<file path="src/rtl/sram_test_pkg.sv">
// Shared definitions for the SRAM pattern tester.
//   state_e        : tester FSM states
//   state_is_busy  : true for every state in which a run is in progress
package sram_test_pkg;

  typedef enum logic [2:0] {
    IDLE,
    INIT,
    WRITE,
    READ,
    READ_WAIT,
    NEXT,
    DONE,
    FAIL
  } state_e;

  // IDLE, DONE and FAIL are the resting states; start is only honoured there.
  function automatic logic state_is_busy(input state_e s);
    return !(s == IDLE || s == DONE || s == FAIL);
  endfunction

endpackage

</file>
<file path="src/rtl/sram_pattern_tester_if.sv">
// Request/response bus between the pattern tester and an SRAM controller.
//   mem_req/mem_we/mem_addr/mem_wdata : request, held until mem_req && mem_ready
//   mem_ready                         : controller accepts the request this cycle
//   mem_rvalid/mem_rdata              : one-cycle read response
// master = tester side, slave = controller side.
interface sram_pattern_tester_if #(
  parameter int ADDR_BITS = 20,
  parameter int DATA_BITS = 16
) ();

  logic                 mem_req;
  logic                 mem_we;
  logic [ADDR_BITS-1:0] mem_addr;
  logic [DATA_BITS-1:0] mem_wdata;
  logic                 mem_ready;
  logic                 mem_rvalid;
  logic [DATA_BITS-1:0] mem_rdata;

  modport master (
    output mem_req, mem_we, mem_addr, mem_wdata,
    input  mem_ready, mem_rvalid, mem_rdata
  );

  modport slave (
    input  mem_req, mem_we, mem_addr, mem_wdata,
    output mem_ready, mem_rvalid, mem_rdata
  );

endinterface

</file>
<file path="src/rtl/sram_addr_counter.sv">
// Address counter for the pattern tester.
//   clk, reset : clock and synchronous active-high reset
//   clear_i    : return the counter to 0 (takes priority over inc_i)
//   inc_i      : advance by one; all-ones wraps naturally to 0
//   addr_o     : current address
//   last_o     : high while the address is all-ones (final location)
module sram_addr_counter #(
  parameter int ADDR_BITS = 20
) (
  input  logic                 clk,
  input  logic                 reset,
  input  logic                 clear_i,
  input  logic                 inc_i,
  output logic [ADDR_BITS-1:0] addr_o,
  output logic                 last_o
);

  logic [ADDR_BITS-1:0] count_q;
  logic [ADDR_BITS-1:0] count_d;

  always_comb begin
    count_d = count_q;
    if (clear_i) begin
      count_d = '0;
    end else if (inc_i) begin
      count_d = count_q + ADDR_BITS'(1);
    end
  end

  always_ff @(posedge clk) begin
    if (reset) begin
      count_q <= '0;
    end else begin
      count_q <= count_d;
    end
  end

  assign addr_o = count_q;
  assign last_o = &count_q;

endmodule

</file>
<file path="src/rtl/sram_pattern_tester.sv">
// SRAM pattern tester: for every pattern supplied by an external pattern
// source, writes the pattern to every address, then reads every address
// back and compares. Stops at the first mismatch (fail) or after the last
// pattern passes (done).
//   clk, reset        : clock, synchronous active-high reset
//   start             : begin a run (honoured only when not busy)
//   pattern           : current pattern from the source
//   pattern_last      : current pattern is the final one
//   pattern_reset     : pulse, rewind the source to its first pattern
//   pattern_inc       : pulse, advance the source
//   mem               : SRAM controller bus (master side)
//   busy/done/fail    : status; done and fail are sticky until next start
//   fail_addr/_expected/_actual : captured at the first mismatch
module sram_pattern_tester
  import sram_test_pkg::*;
#(
  parameter int ADDR_BITS = 20,
  parameter int DATA_BITS = 16
) (
  input  logic                  clk,
  input  logic                  reset,
  input  logic                  start,
  input  logic [DATA_BITS-1:0]  pattern,
  input  logic                  pattern_last,
  output logic                  pattern_reset,
  output logic                  pattern_inc,
  sram_pattern_tester_if.master mem,
  output logic                  busy,
  output logic                  done,
  output logic                  fail,
  output logic [ADDR_BITS-1:0]  fail_addr,
  output logic [DATA_BITS-1:0]  fail_expected,
  output logic [DATA_BITS-1:0]  fail_actual
);

  state_e               state_q, state_d;
  logic                 pattern_reset_q, pattern_reset_d;
  logic                 pattern_inc_q, pattern_inc_d;
  logic                 done_q, done_d;
  logic                 fail_q, fail_d;
  logic [ADDR_BITS-1:0] fail_addr_q, fail_addr_d;
  logic [DATA_BITS-1:0] fail_expected_q, fail_expected_d;
  logic [DATA_BITS-1:0] fail_actual_q, fail_actual_d;

  logic                 cnt_clear;
  logic                 cnt_inc;
  logic [ADDR_BITS-1:0] cnt_addr;
  logic                 cnt_last;
  logic                 mem_req_c;
  logic                 mem_we_c;

  sram_addr_counter #(
    .ADDR_BITS (ADDR_BITS)
  ) u_addr_counter (
    .clk     (clk),
    .reset   (reset),
    .clear_i (cnt_clear),
    .inc_i   (cnt_inc),
    .addr_o  (cnt_addr),
    .last_o  (cnt_last)
  );

  always_comb begin
    state_d         = state_q;
    pattern_reset_d = 1'b0;
    pattern_inc_d   = 1'b0;
    done_d          = done_q;
    fail_d          = fail_q;
    fail_addr_d     = fail_addr_q;
    fail_expected_d = fail_expected_q;
    fail_actual_d   = fail_actual_q;
    cnt_clear       = 1'b0;
    cnt_inc         = 1'b0;
    mem_req_c       = 1'b0;
    mem_we_c        = 1'b0;

    case (state_q)
      IDLE, DONE, FAIL: begin
        if (start) begin
          pattern_reset_d = 1'b1;
          done_d          = 1'b0;
          fail_d          = 1'b0;
          fail_addr_d     = '0;
          fail_expected_d = '0;
          fail_actual_d   = '0;
          cnt_clear       = 1'b1;
          state_d         = INIT;
        end
      end

      // The registered pattern_reset/pattern_inc pulse is visible to the
      // source during this cycle, so the new pattern is valid in WRITE.
      INIT: begin
        state_d = WRITE;
      end

      WRITE: begin
        mem_req_c = 1'b1;
        mem_we_c  = 1'b1;
        if (mem.mem_ready) begin
          cnt_inc = 1'b1;
          if (cnt_last) begin
            state_d = READ;
          end
        end
      end

      READ: begin
        mem_req_c = 1'b1;
        if (mem.mem_ready) begin
          state_d = READ_WAIT;
        end
      end

      // Only one read is ever outstanding, so the response belongs to the
      // address still held in the counter.
      READ_WAIT: begin
        if (mem.mem_rvalid) begin
          if (mem.mem_rdata != pattern) begin
            fail_d          = 1'b1;
            fail_addr_d     = cnt_addr;
            fail_expected_d = pattern;
            fail_actual_d   = mem.mem_rdata;
            state_d         = FAIL;
          end else begin
            cnt_inc = 1'b1;
            state_d = cnt_last ? NEXT : READ;
          end
        end
      end

      NEXT: begin
        if (pattern_last) begin
          done_d  = 1'b1;
          state_d = DONE;
        end else begin
          pattern_inc_d = 1'b1;
          state_d       = INIT;
        end
      end

      default: begin
        state_d = IDLE;
      end
    endcase
  end

  always_ff @(posedge clk) begin
    if (reset) begin
      state_q         <= IDLE;
      pattern_reset_q <= 1'b0;
      pattern_inc_q   <= 1'b0;
      done_q          <= 1'b0;
      fail_q          <= 1'b0;
      fail_addr_q     <= '0;
      fail_expected_q <= '0;
      fail_actual_q   <= '0;
    end else begin
      state_q         <= state_d;
      pattern_reset_q <= pattern_reset_d;
      pattern_inc_q   <= pattern_inc_d;
      done_q          <= done_d;
      fail_q          <= fail_d;
      fail_addr_q     <= fail_addr_d;
      fail_expected_q <= fail_expected_d;
      fail_actual_q   <= fail_actual_d;
    end
  end

  assign mem.mem_req   = mem_req_c;
  assign mem.mem_we    = mem_we_c;
  assign mem.mem_addr  = cnt_addr;
  assign mem.mem_wdata = pattern;

  assign pattern_reset = pattern_reset_q;
  assign pattern_inc   = pattern_inc_q;
  assign busy          = state_is_busy(state_q);
  assign done          = done_q;
  assign fail          = fail_q;
  assign fail_addr     = fail_addr_q;
  assign fail_expected = fail_expected_q;
  assign fail_actual   = fail_actual_q;

endmodule

</file>
<file path="src/flat_wrapper.sv">
// flat-port wrapper written by rule: the top's interface ports become plain ports
module sram_pattern_tester_flat import sram_test_pkg::*;
#(
  parameter int ADDR_BITS = 20,
  parameter int DATA_BITS = 16
)
  (clk, reset, start, pattern, pattern_last, pattern_reset, pattern_inc, busy, done, fail, fail_addr, fail_expected, fail_actual, mem_mem_req, mem_mem_we, mem_mem_addr, mem_mem_wdata, mem_mem_ready, mem_mem_rvalid, mem_mem_rdata);
  sram_pattern_tester_if #(.ADDR_BITS(ADDR_BITS), .DATA_BITS(DATA_BITS)) mem_i ();
  input  logic clk;
  input  logic reset;
  input  logic start;
  input  logic [DATA_BITS-1:0] pattern;
  input  logic pattern_last;
  output logic pattern_reset;
  output logic pattern_inc;
  output logic busy;
  output logic done;
  output logic fail;
  output logic [ADDR_BITS-1:0] fail_addr;
  output logic [DATA_BITS-1:0] fail_expected;
  output logic [DATA_BITS-1:0] fail_actual;
  output wire logic [$bits(mem_i.mem_req)-1:0] mem_mem_req;
  output wire logic [$bits(mem_i.mem_we)-1:0] mem_mem_we;
  output wire logic [$bits(mem_i.mem_addr)-1:0] mem_mem_addr;
  output wire logic [$bits(mem_i.mem_wdata)-1:0] mem_mem_wdata;
  input wire logic [$bits(mem_i.mem_ready)-1:0] mem_mem_ready;
  input wire logic [$bits(mem_i.mem_rvalid)-1:0] mem_mem_rvalid;
  input wire logic [$bits(mem_i.mem_rdata)-1:0] mem_mem_rdata;
  assign mem_mem_req = mem_i.mem_req;
  assign mem_mem_we = mem_i.mem_we;
  assign mem_mem_addr = mem_i.mem_addr;
  assign mem_mem_wdata = mem_i.mem_wdata;
  assign mem_i.mem_ready = mem_mem_ready;
  assign mem_i.mem_rvalid = mem_mem_rvalid;
  assign mem_i.mem_rdata = mem_mem_rdata;
  sram_pattern_tester #(.ADDR_BITS(ADDR_BITS), .DATA_BITS(DATA_BITS)) u_core (.clk(clk), .reset(reset), .start(start), .pattern(pattern), .pattern_last(pattern_last), .pattern_reset(pattern_reset), .pattern_inc(pattern_inc), .mem(mem_i), .busy(busy), .done(done), .fail(fail), .fail_addr(fail_addr), .fail_expected(fail_expected), .fail_actual(fail_actual));
endmodule
</file>
<file path="config.mk">
export PLATFORM = sky130hd
export DESIGN_NAME = sram_pattern_tester_flat
export DESIGN_NICKNAME = d
export VERILOG_FILES = /design/src/rtl/sram_test_pkg.sv /design/src/rtl/sram_pattern_tester_if.sv /design/src/rtl/sram_addr_counter.sv /design/src/rtl/sram_pattern_tester.sv /design/src/flat_wrapper.sv
export SDC_FILE = /design/constraint.sdc
export NUM_CORES = 1
export LEC_CHECK = 0
export ABC_AREA = 1
export CORE_AREA = 2 2 87 152
export DETAILED_ROUTE_END_ITERATION = 12
export DIE_AREA = 0 0 89 154
export PLACE_DENSITY_LB_ADDON = 0.08
export SLEW_MARGIN = 5
export SYNTH_ARGS = -nofsm -noshare
export SYNTH_HDL_FRONTEND = slang
export SYNTH_HIERARCHICAL = 1
export SYNTH_SLANG_ARGS = --single-unit
export TNS_END_PERCENT = 1
</file>
<file path="constraint.sdc">
create_clock -name clk -period 2.4 [get_ports clk]
set_clock_uncertainty 0.05 [all_clocks]
set_input_delay 0.24 -clock clk [delete_from_list [all_inputs] [get_ports clk]]
set_output_delay 0.24 -clock clk [all_outputs]
set_load 0.03 [all_outputs]
</file>
# Word-level counts from Yosys, hierarchy flattened
# Cells that the tools add are included.
[op_classes] n_addsub=1 mul=0 n_div=0 magnitude_cmp=0 eq_ne=15 n_shift=0 mux=35 n_bitwise=1 reduce_logical=14
[op_table] op="2-to-1 mux 16 bit" count=5
[op_table] op="one-hot mux 16 bit (2 select lines)" count=2
[op_table] op="2-to-1 mux 20 bit" count=3
[op_table] op="one-hot mux 20 bit (2 select lines)" count=1
[op_table] op="2-to-1 mux 3 bit" count=8
[op_table] op="adder 20 x 1 -> 20 bit (second input constant)" count=1
[op_table] op="AND reduction 20 bit" count=1
[op_table] op="one-hot mux 3 bit (6 select lines)" count=1
[op_table] op="inequality test 16 bit" count=1
[op_table] op="== test 3 bit (second input constant)" count=4
[op_table] op="2-to-1 mux 1 bit" count=12
[op_table] op="inequality test 2 bit (second input constant)" count=5
[op_table] op="== test 3 x 2 -> 1 bit (second input constant)" count=2
[op_table] op="one-hot mux 1 bit (2 select lines)" count=3
[op_table] op="OR reduction 2 bit" count=3
[op_table] op="AND reduction 5 bit" count=1
[op_table] op="inequality test 2 x 1 -> 1 bit (second input constant)" count=2
[op_table] op="AND reduction 4 bit" count=1
[op_table] op="nonzero test 2 bit" count=2
[op_table] op="== test 3 x 1 -> 1 bit (second input constant)" count=1
[op_table] op="zero test 3 bit" count=1
[op_table] op="AND reduction 3 bit" count=1
[op_table] op="OR reduction 3 bit" count=1
[op_table] op="logical OR 1 bit" count=2
[op_table] op="other kinds (2)" count=2
[word_totals] ff_bits=79 latch_bits=0 ram_bits=0 romBits=0 in_bits=38 output_inout_bits=95 n_memories=0

# Depth between registers and ports, before layout
[depth] depth_word=5 ltp_mapped=15 ltp_nobuf=15

# By module
# The synthesis kept the hierarchy.
[by_module_without_submodules] module="sram_pattern_tester" n_inst=1 cells_each=482 area_each_um2=3118.0 seq_area_each_um2=1181.1
[by_module_without_submodules] module="sram_addr_counter" n_inst=1 cells_each=162 area_each_um2=1053.5 seq_area_each_um2=400.4

# Worst setup path before layout
# Ideal clock, no wire load.
[synth_path] path_kind="register to register" start="reg u_core.state_q[1]" end="reg u_core.u_addr_counter.count_q[7] (netlist: u_core/u_addr_counter/addr_o[7])" t_arrival_ns=2.218 required_ns=2.237 path_slack_ns=0.019 stages_incl_launch_ff=14 period_less_slack_ns=2.381 path_cell_list="dfxtp_1 inv_2 nor2_1 nand2_1 inv_1 nand2_1 o21ai_0 nand2_2 nor2_4 nand2_4 inv_1 nand2_1 o21ai_1 nor2_1"
[synth_via] word_cells_on_any_way=9 classes_between="eq/ne (4); mux (2); reduce/logical (3)"
[synth_lines] item="from (decl)" line="sram_pattern_tester.sv:36" rtl="state_e state_q, state_d;"
[synth_lines] item="from (signal assigned)" line="sram_pattern_tester.sv:159" rtl="state_q <= state_d;"
[synth_lines] item="== test 3 bit / == test 3 x 2 -> 1 bit (equally long branches)" line="sram_pattern_tester.sv:77" rtl="case (state_q)"
[synth_lines] item="one-hot mux 1 bit (2 select lines) *" line="sram_pattern_tester.sv:77"
[synth_lines] item="named net u_core.cnt_inc" line="sram_pattern_tester.sv:46" rtl="logic cnt_inc;"
[synth_lines] item="to (signal assigned)" line="sram_addr_counter.sv:34" rtl="count_q <= count_d;"
[synth_lines] item="to (decl)" line="sram_addr_counter.sv:18" rtl="logic [ADDR_BITS-1:0] count_q;"
# Mark *: on every way through the listed nets, which the timed path passes. The rest lies on a longest branch.
# A chain may end at the register's enable or synchronous reset.

# Worst setup path after layout
[layout_path] start="reg u_core.state_q[1]" end="out mem_mem_we"
[layout_via] elab_chain_len=2
[layout_rtl] item="== test 3 x 2 -> 1 bit" line="sram_pattern_tester.sv:77"
[layout_rtl] item="2-to-1 mux 1 bit" line="sram_pattern_tester.sv:77"
[layout_rtl] item="to (decl)" line="flat_wrapper.sv:23" rtl="output wire logic [$bits(mem_i.mem_we)-1:0] mem_mem_we;"
# Every way passes these cells.

==> results.cfg <==
[power]
vdd_drop_max_uv = 396.0
leakage_nw = 2.417
p_sw_mw = 1.728
internal-power_mw = 2.860
pwr-share-comb_pct = 37.8
power.density_nw_per_um2 = 750.1
seqPwrFrac_pct = 30.2
p_sw_share_pct = 37.67
clkPwrFrac_pct = 32.0
p_total_mw = 4.589

[route]
remaining_drc_errors = 0
vias = 4463
wirelength_um = 12890
drt_iter0_drc = 167
routedWlPerCell_um = 13.39
postRouteAntennaNets = 0
post_drt_via_cell_ratio = 4.634
first_pass_iters = 6

[clock_tree]
cts_root_buf = clkbuf_16
clkLatencyLatePin_ps = 330
clkTransAtPathRegs_ps = 60
cts_tree = done
cts_setup_buffers = 0
cts_max_level = 3
ctsHoldBuffers = 0
cts_made_buffers = 9
post_cts_resized = 0
clock_path_buffers = 2
cts_sinks = 79

[logic_synthesis]
synth-seq-area-share_pct = 37.91
synth_edf_count = 0
synth_top_family_by_area = simple AND/OR/NAND/NOR gates
synthDistinctLibCells = 29
ys_warn_count = 6
synth_mux_area_share_pct = 0
synth_area_um2 = 4172
yosys.area_share.simple_pct = 35.81
ys_seq_elements = 79
synth-main-ff-cell = dfxtp_1
synth-adder-area-share_pct = 0.2999
syn_inst = 644
async_reset_ff_share_pct = 0
synth_nets = 683
synth_xor_area_share_pct = 0
syn_avg_cell_area_um2 = 6.477
synth_compound_area_share_pct = 10.74

[final_layout]
layout_common_cells = 161 x nand2_1, 131 x clkdlybuf4s50_1, 101 x nor2_1
layout_commonest_cell = nand2_1
regArea_um2 = 1582
nNetsFinal = 829
area_growth_pct = 46.64
fillers = 1314
finalNonFillerCells = 963
drive_gt1_share_pct = 11.07
insertedDiodeCount = 0
multi_input_comb_area_um2 = 1961

[floorplan]
core_um2 = 12430
rows = 54
die_x_um = 89
start_util_pct = 33.55
pin_count = 133
die_y_um = 154
fp.dieArea_um2 = 13710

[timing]
finalSetupViolCount = 0
fmax_mhz = 441.1
worst_pin_slew_ps = 654.0
maxSlewViolCount = 0
min_period_ps = 2267
slew-limit-headroom_pct = 56.24
finalHoldViolCount = 0
finalCritPeriodShare_pct = 94.46
rsz0062_at_grt = false

[grt]
overflow = 0
first_global_vias = 4293
grt.busiest_layer = met2
grt_pass1_wl_um = 20440
gr-usage-all-layers_pct = 19.04
grt_use_met1_pct = 21.05
grt_max_degree = 60
antenna_found_initial = 0
grt.met2_usage_pct = 34.54
use_met3_pct = 3.865

[worst_setup_path]
criticalPathCategory = reg2out
timing.rr.end = u_core/state_q[1]
reg2reg_slack_ps = 310
r2r-start = u_core/u_addr_counter/addr_o[7]
cp-end-kind = output pin
crit_arrival_ps = 1980
required_ps = 2110
crit_path_start_kind = flop
ff2ff_path_depth = 9
worstPathMaxFanout = 4

[place]
place_hpwl_um = 9713
gp_congestion = 0.8169
io_buffers = 132
placed_cells = 947

[outcome]
status = finished, final reports clean

[min_path]
whs_path_depth = 4
hold_path.class = in2reg
hold_start = reset
hold_end = u_core/u_addr_counter/addr_o[0]

[run]
drv_cap = 0
==> worst max path at each step <==
stage | start | endpoint
finish | u_core/state_q[1] | mem_mem_we
global route | mem_mem_rdata[14] | u_core/u_addr_counter/addr_o[17]
CTS | u_core/state_q[1] | mem_mem_we
detailed placement | mem_mem_rdata[14] | u_core/u_addr_counter/addr_o[17]
global placement | pattern[14] | u_core/u_addr_counter/addr_o[13]
floorplan | u_core/state_q[1] | u_core/u_addr_counter/addr_o[7]
==> state kept, by name, indices dropped and copies added, names as in the netlist <==
signal and count:
u_core/fail_expected 16, u_core/pattern_reset 1, u_core/pattern_inc 1, u_core/done 1, u_core/u_addr_counter/addr_o 20, u_core/state_q 3, u_core/fail_actual 16, u_core/fail 1
u_core/fail_addr 20
==> cells by family (layout without fill, tap and decap cells) <==
kind of cell / after synthesis / count (layout)
flip-flops: 79 / 79
adder cells (fa/ha/maj): 1 / 1
buffers and inverters: 128 / 279
AO/OA/AOI/OAI: 86 / 86
AND/OR/NAND/NOR: 350 / 350
==> through the flow <==
stage / utilization [%] / worst slack, ps / hold WS, ps / setup TNS (ps) / cell area, um2
after floorplan: - / 18.59 / 354.5 / 0 / 4172
after global placement: 46.57 / -45.67 / 397.8 / -149.9 / 5789
after detailed placement: 46.57 / -77.02 / 405.2 / -295.8 / 5789
after CTS: 49.15 / 128.2 / 254.4 / 0 / 6111
after global routing: 49.20 / 58.66 / 314.5 / 0 / 6117
final: 49.20 / 132.9 / 260.0 / 0 / 6117
==> final cells by class <==
type                    instances  share of cell area [%]
flip-flops and latches         79                   25.85
clock buffers                  10                   3.743
inverters                      83                   5.175
multi-input cells             437                   32.05
repair buffers                180                   28.23
clock inverters                 6                   1.514
well taps                     168                   3.436
==> cells in the mapped netlist, drive strengths merged, types with 2 or more instances <==
cell type / number / area (um2)
a21oi: 73 / 365.4
nand2: 168 / 663.1
clkbuf: 12 / 45.04
nand4: 4 / 25.02
o21bai: 2 / 15.01
buf: 33 / 274.0
nor3: 2 / 10.01
nor2: 108 / 451.7
o21ai: 9 / 52.55
dfxtp: 79 / 1582
nand3: 66 / 330.3
inv: 82 / 312.8
==> worst max-delay path, cell delays in order, from the launching register on <==
cell,delay (ps)
dfxtp_1,440
inv_2,80
nor2_1,250
nand2_1,80
inv_1,100
clkdlybuf4s50_1,680
==> power by group through the flow <==
stage / Sequential [mW] / Combinational (mW) / Clock (mW)
3_5_place_dp: 1.41 / 1.75 / 0
6_report: 1.39 / 1.73 / 1.47
4_1_cts: 1.39 / 1.75 / 1.52
3_3_place_gp: 1.41 / 1.73 / 0
2_1_floorplan: 1.44 / 1.26 / 0
5_1_grt: 1.39 / 1.90 / 1.57
==> per-layer routing <==
metal | part of all wire (%) | vias up
met2 | 53 | 108
met1 | 40 | 2055
li1 | - | 2285
met3 | 4.5 | 15
met4 | 2.3 | 0
met5 | 0 | -
Note: power is estimated with default switching activity, not from simulation.
